`src/rtl/tpu_batch_ctrl_if.sv`:
```
//------------------------------------------------------------------------------
// Module      : tpu_batch_ctrl_if
// Description : Bundle of the host command/operand/result streams, the operand
//               SRAM write port, the result SRAM read port and the TPU
//               start/done handshake that tpu_batch_ctrl drives or consumes.
//               master : the batch controller side.
//               slave  : the surrounding host / SRAM / TPU side.
// Ports       : cmd_*  batch command (valid/ready + length)
//               in_*   operand beat stream (valid/ready + A/B data)
//               sram_* operand SRAM write port (active-low strobe)
//               tpu_*  start pulse / completion
//               res_*  result SRAM read port (1-cycle read latency)
//               out_*  result stream to the host (valid/ready + last)
//               busy, err_timeout status
// Revision    : 1.0 - initial release
//------------------------------------------------------------------------------
`default_nettype none

interface tpu_batch_ctrl_if #(
  parameter int ADDR_W = 8,
  parameter int OP_W   = 64,
  parameter int RES_W  = 128,
  parameter int RES_AW = 4
);
  logic              cmd_valid;
  logic              cmd_ready;
  logic [ADDR_W:0]   cmd_len;
  logic              in_valid;
  logic              in_ready;
  logic [OP_W-1:0]   in_a;
  logic [OP_W-1:0]   in_b;
  logic              sram_we_n;
  logic [ADDR_W-1:0] sram_waddr;
  logic [OP_W-1:0]   sram_wdata_a;
  logic [OP_W-1:0]   sram_wdata_b;
  logic              tpu_start;
  logic              tpu_done;
  logic [RES_AW-1:0] res_raddr;
  logic [RES_W-1:0]  res_rdata;
  logic              out_valid;
  logic              out_ready;
  logic [RES_W-1:0]  out_data;
  logic              out_last;
  logic              busy;
  logic              err_timeout;

  modport master (
    input  cmd_valid, cmd_len, in_valid, in_a, in_b, tpu_done, res_rdata, out_ready,
    output cmd_ready, in_ready, sram_we_n, sram_waddr, sram_wdata_a, sram_wdata_b,
           tpu_start, res_raddr, out_valid, out_data, out_last, busy, err_timeout
  );

  modport slave (
    output cmd_valid, cmd_len, in_valid, in_a, in_b, tpu_done, res_rdata, out_ready,
    input  cmd_ready, in_ready, sram_we_n, sram_waddr, sram_wdata_a, sram_wdata_b,
           tpu_start, res_raddr, out_valid, out_data, out_last, busy, err_timeout
  );
endinterface

`default_nettype wire

```
`src/rtl/tpu_batch_ctrl.sv`:
```
//------------------------------------------------------------------------------
// Module      : tpu_batch_ctrl
// Description : Host-side batch sequencer for the systolic-array TPU. Accepts a
//               batch command, streams operand beats into the A/B operand
//               SRAMs, pulses tpu_start, waits for tpu_done under a timeout
//               guard, then drains RES_DEPTH result words to the host.
// Ports       : clk    - single clock
//               srstn  - synchronous reset, active low
//               bus    - tpu_batch_ctrl_if.master (command, operand, SRAM,
//                        TPU handshake, result stream and status signals)
// Revision    : 1.0 - initial release
//------------------------------------------------------------------------------
`default_nettype none

module tpu_batch_ctrl #(
  parameter int ADDR_W      = 8,
  parameter int OP_W        = 64,
  parameter int RES_W       = 128,
  parameter int RES_DEPTH   = 16,
  parameter int RUN_TIMEOUT = 4096
) (
  input  logic              clk,
  input  logic              srstn,
  tpu_batch_ctrl_if.master  bus
);

  localparam int RES_AW = (RES_DEPTH > 1) ? $clog2(RES_DEPTH) : 1;
  localparam int RUN_W  = (RUN_TIMEOUT > 1) ? $clog2(RUN_TIMEOUT) : 1;

  localparam logic [ADDR_W:0]   BEAT_ONE = (ADDR_W+1)'(1);
  localparam logic [RUN_W-1:0]  RUN_ONE  = RUN_W'(1);
  localparam logic [RUN_W-1:0]  RUN_LAST = RUN_W'(RUN_TIMEOUT - 1);
  localparam logic [RES_AW-1:0] RES_ONE  = RES_AW'(1);
  localparam logic [RES_AW-1:0] RES_LAST = RES_AW'(RES_DEPTH - 1);

  localparam logic [2:0] S_IDLE  = 3'd0;
  localparam logic [2:0] S_LOAD  = 3'd1;
  localparam logic [2:0] S_START = 3'd2;
  localparam logic [2:0] S_RUN   = 3'd3;
  localparam logic [2:0] S_RD    = 3'd4;
  localparam logic [2:0] S_WAIT  = 3'd5;
  localparam logic [2:0] S_OUT   = 3'd6;

  logic [2:0]        state;
  // One bit wider than the SRAM address so a full 2^ADDR_W batch ends
  // with beat_cnt == len instead of wrapping back to zero.
  logic [ADDR_W:0]   len;
  logic [ADDR_W:0]   beat_cnt;
  logic [ADDR_W:0]   beat_cnt_inc;
  logic [RUN_W-1:0]  run_cnt;
  logic [RES_AW-1:0] raddr;
  logic              we_n;
  logic [ADDR_W-1:0] waddr;
  logic [OP_W-1:0]   wdata_a;
  logic [OP_W-1:0]   wdata_b;
  logic [RES_W-1:0]  out_data_q;
  logic              out_last_q;
  logic              err;

  assign beat_cnt_inc = beat_cnt + BEAT_ONE;

  // Handshake outputs are pure state decodes: no ready->valid combinational path.
  assign bus.cmd_ready    = (state == S_IDLE);
  assign bus.in_ready     = (state == S_LOAD);
  assign bus.tpu_start    = (state == S_START);
  assign bus.out_valid    = (state == S_OUT);
  assign bus.busy         = (state != S_IDLE);
  assign bus.sram_we_n    = we_n;
  assign bus.sram_waddr   = waddr;
  assign bus.sram_wdata_a = wdata_a;
  assign bus.sram_wdata_b = wdata_b;
  assign bus.res_raddr    = raddr;
  assign bus.out_data     = out_data_q;
  assign bus.out_last     = out_last_q;
  assign bus.err_timeout  = err;

  always_ff @(posedge clk) begin
    if (!srstn) begin
      state      <= S_IDLE;
      len        <= '0;
      beat_cnt   <= '0;
      run_cnt    <= '0;
      raddr      <= '0;
      we_n       <= 1'b1;
      waddr      <= '0;
      wdata_a    <= '0;
      wdata_b    <= '0;
      out_data_q <= '0;
      out_last_q <= 1'b0;
      err        <= 1'b0;
    end else begin
      // Write strobe is a single-cycle pulse per accepted beat.
      we_n <= 1'b1;
      case (state)
        S_IDLE: begin
          if (bus.cmd_valid) begin
            len      <= bus.cmd_len;
            beat_cnt <= '0;
            err      <= 1'b0;
            state    <= (bus.cmd_len == '0) ? S_START : S_LOAD;
          end
        end
        S_LOAD: begin
          if (bus.in_valid) begin
            we_n     <= 1'b0;
            waddr    <= beat_cnt[ADDR_W-1:0];
            wdata_a  <= bus.in_a;
            wdata_b  <= bus.in_b;
            beat_cnt <= beat_cnt_inc;
            if (beat_cnt_inc == len) begin
              state <= S_START;
            end
          end
        end
        S_START: begin
          run_cnt <= '0;
          state   <= S_RUN;
        end
        S_RUN: begin
          // Completion takes priority over a coincident timeout.
          if (bus.tpu_done) begin
            state <= S_RD;
          end else if (run_cnt == RUN_LAST) begin
            err   <= 1'b1;
            state <= S_IDLE;
          end else begin
            run_cnt <= run_cnt + RUN_ONE;
          end
        end
        S_RD: begin
          state <= S_WAIT;
        end
        S_WAIT: begin
          // Read data for the address driven in RD is valid this cycle.
          out_data_q <= bus.res_rdata;
          out_last_q <= (raddr == RES_LAST);
          state      <= S_OUT;
        end
        S_OUT: begin
          if (bus.out_ready) begin
            out_last_q <= 1'b0;
            if (raddr == RES_LAST) begin
              raddr <= '0;
              state <= S_IDLE;
            end else begin
              raddr <= raddr + RES_ONE;
              state <= S_RD;
            end
          end
        end
        default: begin
          state <= S_IDLE;
        end
      endcase
    end
  end

endmodule

`default_nettype wire
```
`src/flat_wrapper.sv`:
```
// flat-port wrapper written by rule: the top's interface ports become plain ports
module tpu_batch_ctrl_flat 
#(
  parameter int ADDR_W      = 8,
  parameter int OP_W        = 64,
  parameter int RES_W       = 128,
  parameter int RES_DEPTH   = 16,
  parameter int RUN_TIMEOUT = 4096
)
  (clk, srstn, bus_cmd_valid, bus_cmd_len, bus_in_valid, bus_in_a, bus_in_b, bus_tpu_done, bus_res_rdata, bus_out_ready, bus_cmd_ready, bus_in_ready, bus_sram_we_n, bus_sram_waddr, bus_sram_wdata_a, bus_sram_wdata_b, bus_tpu_start, bus_res_raddr, bus_out_valid, bus_out_data, bus_out_last, bus_busy, bus_err_timeout);
  tpu_batch_ctrl_if #(.ADDR_W(ADDR_W), .OP_W(OP_W), .RES_W(RES_W)) bus_i ();
  input  logic clk;
  input  logic srstn;
  input wire logic [$bits(bus_i.cmd_valid)-1:0] bus_cmd_valid;
  input wire logic [$bits(bus_i.cmd_len)-1:0] bus_cmd_len;
  input wire logic [$bits(bus_i.in_valid)-1:0] bus_in_valid;
  input wire logic [$bits(bus_i.in_a)-1:0] bus_in_a;
  input wire logic [$bits(bus_i.in_b)-1:0] bus_in_b;
  input wire logic [$bits(bus_i.tpu_done)-1:0] bus_tpu_done;
  input wire logic [$bits(bus_i.res_rdata)-1:0] bus_res_rdata;
  input wire logic [$bits(bus_i.out_ready)-1:0] bus_out_ready;
  output wire logic [$bits(bus_i.cmd_ready)-1:0] bus_cmd_ready;
  output wire logic [$bits(bus_i.in_ready)-1:0] bus_in_ready;
  output wire logic [$bits(bus_i.sram_we_n)-1:0] bus_sram_we_n;
  output wire logic [$bits(bus_i.sram_waddr)-1:0] bus_sram_waddr;
  output wire logic [$bits(bus_i.sram_wdata_a)-1:0] bus_sram_wdata_a;
  output wire logic [$bits(bus_i.sram_wdata_b)-1:0] bus_sram_wdata_b;
  output wire logic [$bits(bus_i.tpu_start)-1:0] bus_tpu_start;
  output wire logic [$bits(bus_i.res_raddr)-1:0] bus_res_raddr;
  output wire logic [$bits(bus_i.out_valid)-1:0] bus_out_valid;
  output wire logic [$bits(bus_i.out_data)-1:0] bus_out_data;
  output wire logic [$bits(bus_i.out_last)-1:0] bus_out_last;
  output wire logic [$bits(bus_i.busy)-1:0] bus_busy;
  output wire logic [$bits(bus_i.err_timeout)-1:0] bus_err_timeout;
  assign bus_i.cmd_valid = bus_cmd_valid;
  assign bus_i.cmd_len = bus_cmd_len;
  assign bus_i.in_valid = bus_in_valid;
  assign bus_i.in_a = bus_in_a;
  assign bus_i.in_b = bus_in_b;
  assign bus_i.tpu_done = bus_tpu_done;
  assign bus_i.res_rdata = bus_res_rdata;
  assign bus_i.out_ready = bus_out_ready;
  assign bus_cmd_ready = bus_i.cmd_ready;
  assign bus_in_ready = bus_i.in_ready;
  assign bus_sram_we_n = bus_i.sram_we_n;
  assign bus_sram_waddr = bus_i.sram_waddr;
  assign bus_sram_wdata_a = bus_i.sram_wdata_a;
  assign bus_sram_wdata_b = bus_i.sram_wdata_b;
  assign bus_tpu_start = bus_i.tpu_start;
  assign bus_res_raddr = bus_i.res_raddr;
  assign bus_out_valid = bus_i.out_valid;
  assign bus_out_data = bus_i.out_data;
  assign bus_out_last = bus_i.out_last;
  assign bus_busy = bus_i.busy;
  assign bus_err_timeout = bus_i.err_timeout;
  tpu_batch_ctrl #(.ADDR_W(ADDR_W), .OP_W(OP_W), .RES_W(RES_W), .RES_DEPTH(RES_DEPTH), .RUN_TIMEOUT(RUN_TIMEOUT)) u_core (.clk(clk), .srstn(srstn), .bus(bus_i));
endmodule
```
`config.mk`:
```
export PLATFORM = sky130hd
export DESIGN_NAME = tpu_batch_ctrl_flat
export DESIGN_NICKNAME = d
export VERILOG_FILES = /design/src/rtl/tpu_batch_ctrl_if.sv /design/src/rtl/tpu_batch_ctrl.sv /design/src/flat_wrapper.sv
export SDC_FILE = /design/constraint.sdc
export NUM_CORES = 1
export LEC_CHECK = 0
export BUFFER_PORTS_ARGS = -buffer_cell sky130_fd_sc_hd__clkbuf_2
export CAP_MARGIN = 10
export CORE_MARGIN = 2
export CORE_UTILIZATION = 24
export CTS_CLUSTER_SIZE = 10
export DETAILED_ROUTE_END_ITERATION = 10
export GPL_TIMING_DRIVEN = 0
export PLACE_DENSITY_LB_ADDON = 0.3
export SLEW_MARGIN = 25
export SYNTH_ARGS = -nofsm -noshare
export SYNTH_HDL_FRONTEND = slang
export SYNTH_SLANG_ARGS = --single-unit
```
`constraint.sdc`:
```
create_clock -name clk -period 3 [get_ports clk]
set_input_delay 0.6 -clock clk [delete_from_list [all_inputs] [get_ports clk]]
set_output_delay 0.6 -clock clk [all_outputs]
set_load 0.02 [all_outputs]
```
==> metrics.md <==
| Metric | Value |
|---|---|
| TritonCTS buffer count | 38 |
| First-pass GRT wire length | 61900 um |
| Fmax | ~380 MHz |
| Antenna violations before repair | 3 |
| Met3 routed WL | around 2700 um |
| WP data arrival | 3.08 ns |
| Max Cap Violations | 0 |
| M1 WL | approximately 18000 um |
| Outcome | finished, final reports clean |
| Global placement routability congestion | 0.913 |
| Synthesized Nets | around 1700 |
| CP Launch Type | flip-flop |
| Final setup viols | 0 |
| Area after DPL | around 15000 um^2 |
| Total power | approximately 11 mW |
| Yosys cell types | 49 |
| Post-CTS Setup Inserts | 0 |
| Slowest stage delay, CP | 0.66 ns |
| Share of cells above drive strength 1 | a little under a third |
| Tmin final | roughly 2.6 ns |
| Port Buffers | approximately 550 |
| Vias per cell | roughly 4.5 |
| Die Wd | ~220 um |
| DRT Wirelength | between 40000 and 50000 um |
| DP HPWL | about 33000 um |
| Top cells by area, synth | dfxtp_1, nand2_1, a21oi_1 |
| Static leakage | approximately 6.7 nW |
| Most frequent cell after synthesis | nand2_1 |
| Setup slack, reg-to-reg | 0.38 ns |
| Hold Buf Count CTS | 0 |
| Vias post-DR | between 10000 and 15000 |
| Detailed-route DRC error count | 0 |
| Pwr Density | slightly above 700 nW/um^2 |
| CTS tree | built |
| Worst Hold Class | input pin to flip-flop |
| Iteration-0 DRC Markers | 624 |
| Overflow after GRT | 0 |
| Post-route clock skew | ~0.015 ns |
| Tcrit/Tclk final | 87.3% |
| Initial Utilization | roughly a quarter |
| Syn Inst Count | 1432 |
| Post-synth top area share | 54.5% |
| Layout Area Growth over Synthesis | 41.5% |
| CTS Buffer Depth | 3 |
| Routed len/inst | roughly 16 um |
| Crit path max fanout | 10 |
| Sequential share of the synthesized area | a little over half |
| Clock sink total | between 300 and 400 |
| Number of synthesized flops with an enable pin | 0 |
| Cell area after layout | roughly 16000 um^2 |
| Crit path required time | about 3.5 ns |
| Clk root buf | clkbuf_16 |
| Mean post-synth cell area | just under 8 um^2 |
| Ys flop type | dfxtp_1 |
| Die Y | between 200 and 250 um |
| Worst path most repeated cell | clkbuf_1 |
| Largest net degree at the start of global routing | 11 |
| FFs w/ async S/R, synth | 0% |
| Core Area | between 40000 and 50000 um^2 |
| Cell Area, Synth | between 10000 and 15000 um^2 |
| Met2 wire length | around 20000 um |
| # resized after CTS | 0 |
| Routed Antenna Nets | 0 |
| N_diodes | 0 |
| Vias in the first global route | around 11000 |
| DR pass1 iterations | 5 |
| Yosys warnings | 0 |
| Top cell type by total area after synthesis | dfxtp_1 |
| Crit-path slowest cell | clkbuf_1 |
| Top post-synthesis cells by count | nand2_1, dfxtp_1, a21oi_1 |
| I/O pin total | 547 |
| #FFs+latches synth | 304 |
| Slew Viols, Final | 0 |
| Slew headroom | between 40% and 50% |
| Nets@finish | 2292 |
| Critical Path Sink Type | flip-flop |
| Top Layer Used | met5 |
| RSZ-0062 raised after global routing | no |
| Peak VDD IR | just under 0.0004 V |
| Final Hold Fails | 0 |
| GRT Util Overall | roughly 17% |
| Die Area | approximately 48000 um^2 |
| Clk slew on worst S/H paths | approximately 0.060 ns |
| Critical path class | flip-flop to flip-flop |
| Skew-Pair Late Insertion Delay | ~0.54 ns |
| Rows | 79 |
| Critical path cell sequence | nor4bb_1 -> clkbuf_1 -> clkbuf_1 -> clkbuf_1 -> nand2_1 -> a21oi_1 |
| Slew @ Worst Pin | approximately 0.80 ns |
| H-tree levels | 2 |
==> final cells by class <==
cell class,instances,area (um^2)
clock buffer,52,1100
sequential,304,6090
buffer,104,423
inverter,9,33.8
multi-input combinational,1015,4630
clock inverter,3,42.5
fill,5029,30500
tap,607,759
timing repair buffer,546,2730
==> layout by cell type (no fill, tap or decap), drive strengths merged, types with 2 or more instances in the layout <==
master and n:
o21a 2, nand4 10, a41o 5, buf 12
nand2 571, dfxtp 304, and2 2, nor3 9
xor2 3, xnor2 8, or4 3, nand3 8
or3 9, and3 4, nor4bb 2, nor2 27
a2111oi 2, a21o 2, a31oi 7, nand2b 4
a21oi 298, mux2i 8, ha 3, clkbuf 690
o31ai 3, nor4 2, o21ai 12, inv 9
==> worst paths after layout <==
kind,endpoint,cells after the start,start
worst max register to register,u_core.bus.sram_wdata_b[28],6,u_core.state[0]
worst min-delay path,u_core.bus.out_data[56],3,bus_res_rdata[56]
worst min register to register,u_core.bus.out_data[86],2,u_core.bus.out_data[86]
worst max-delay path,u_core.bus.sram_wdata_b[28],6,u_core.state[0]
==> per-stage QoR <==
stage               cells  util (%)  hold slack, ns  setup WS, ns  setup TNS (ns)
detailed placement   2585      31.7           0.447       -0.0423          -0.129
global placement     2585      31.7           0.441        0.0620               0
finish               2640      34.2           0.274         0.381               0
floorplan            1432         -           0.447          1.09               0
CTS                  2640      34.2           0.232         0.225               0
global route         2640      34.2           0.254         0.102               0
==> kinds of logic after synthesis <==
group	share of synthesized area [%]
XOR/XNOR	1.08
AO/OA/AOI/OAI	15.8
multiplexers	0.818
adder cells (fa/ha/maj)	0.336
buffers and inverters	4.09
AND/OR/NAND/NOR	23.4
flip-flops	54.5
==> flip-flops by register name (all words and copies together), names as in the netlist <==
signal                   count
u_core.beat_cnt              9
u_core.bus.err_timeout       1
u_core.bus.out_data        128
u_core.bus.out_last          1
u_core.bus.res_raddr         4
u_core.bus.sram_waddr        8
u_core.bus.sram_wdata_a     64
u_core.bus.sram_wdata_b     64
u_core.bus.sram_we_n         1
u_core.len                   9
u_core.run_cnt              12
u_core.state                 3
==> metal layers <==
layer,GRT usage (%),vias to the layer above
met5,0,-
met4,5.48,4
met3,4.35,73
met2,27.3,339
met1,20.8,5529
li1,-,5871
==> worst max-delay path: cells and delay by family, from the launching register on <==
family	cells	cell delay [ns]
buf+inv	3	1.56
simple gates	2	0.46
flops	1	0.36
compound gates	1	0.14
==> where the power goes <==
part | switching, mW | internal, mW | total, mW
Combinational | 1.57 | 0.730 | 2.30
Sequential | 0.176 | 4.36 | 4.54
Clock | 1.71 | 2.60 | 4.31
No activity file was read; power rests on OpenSTA's default activity.
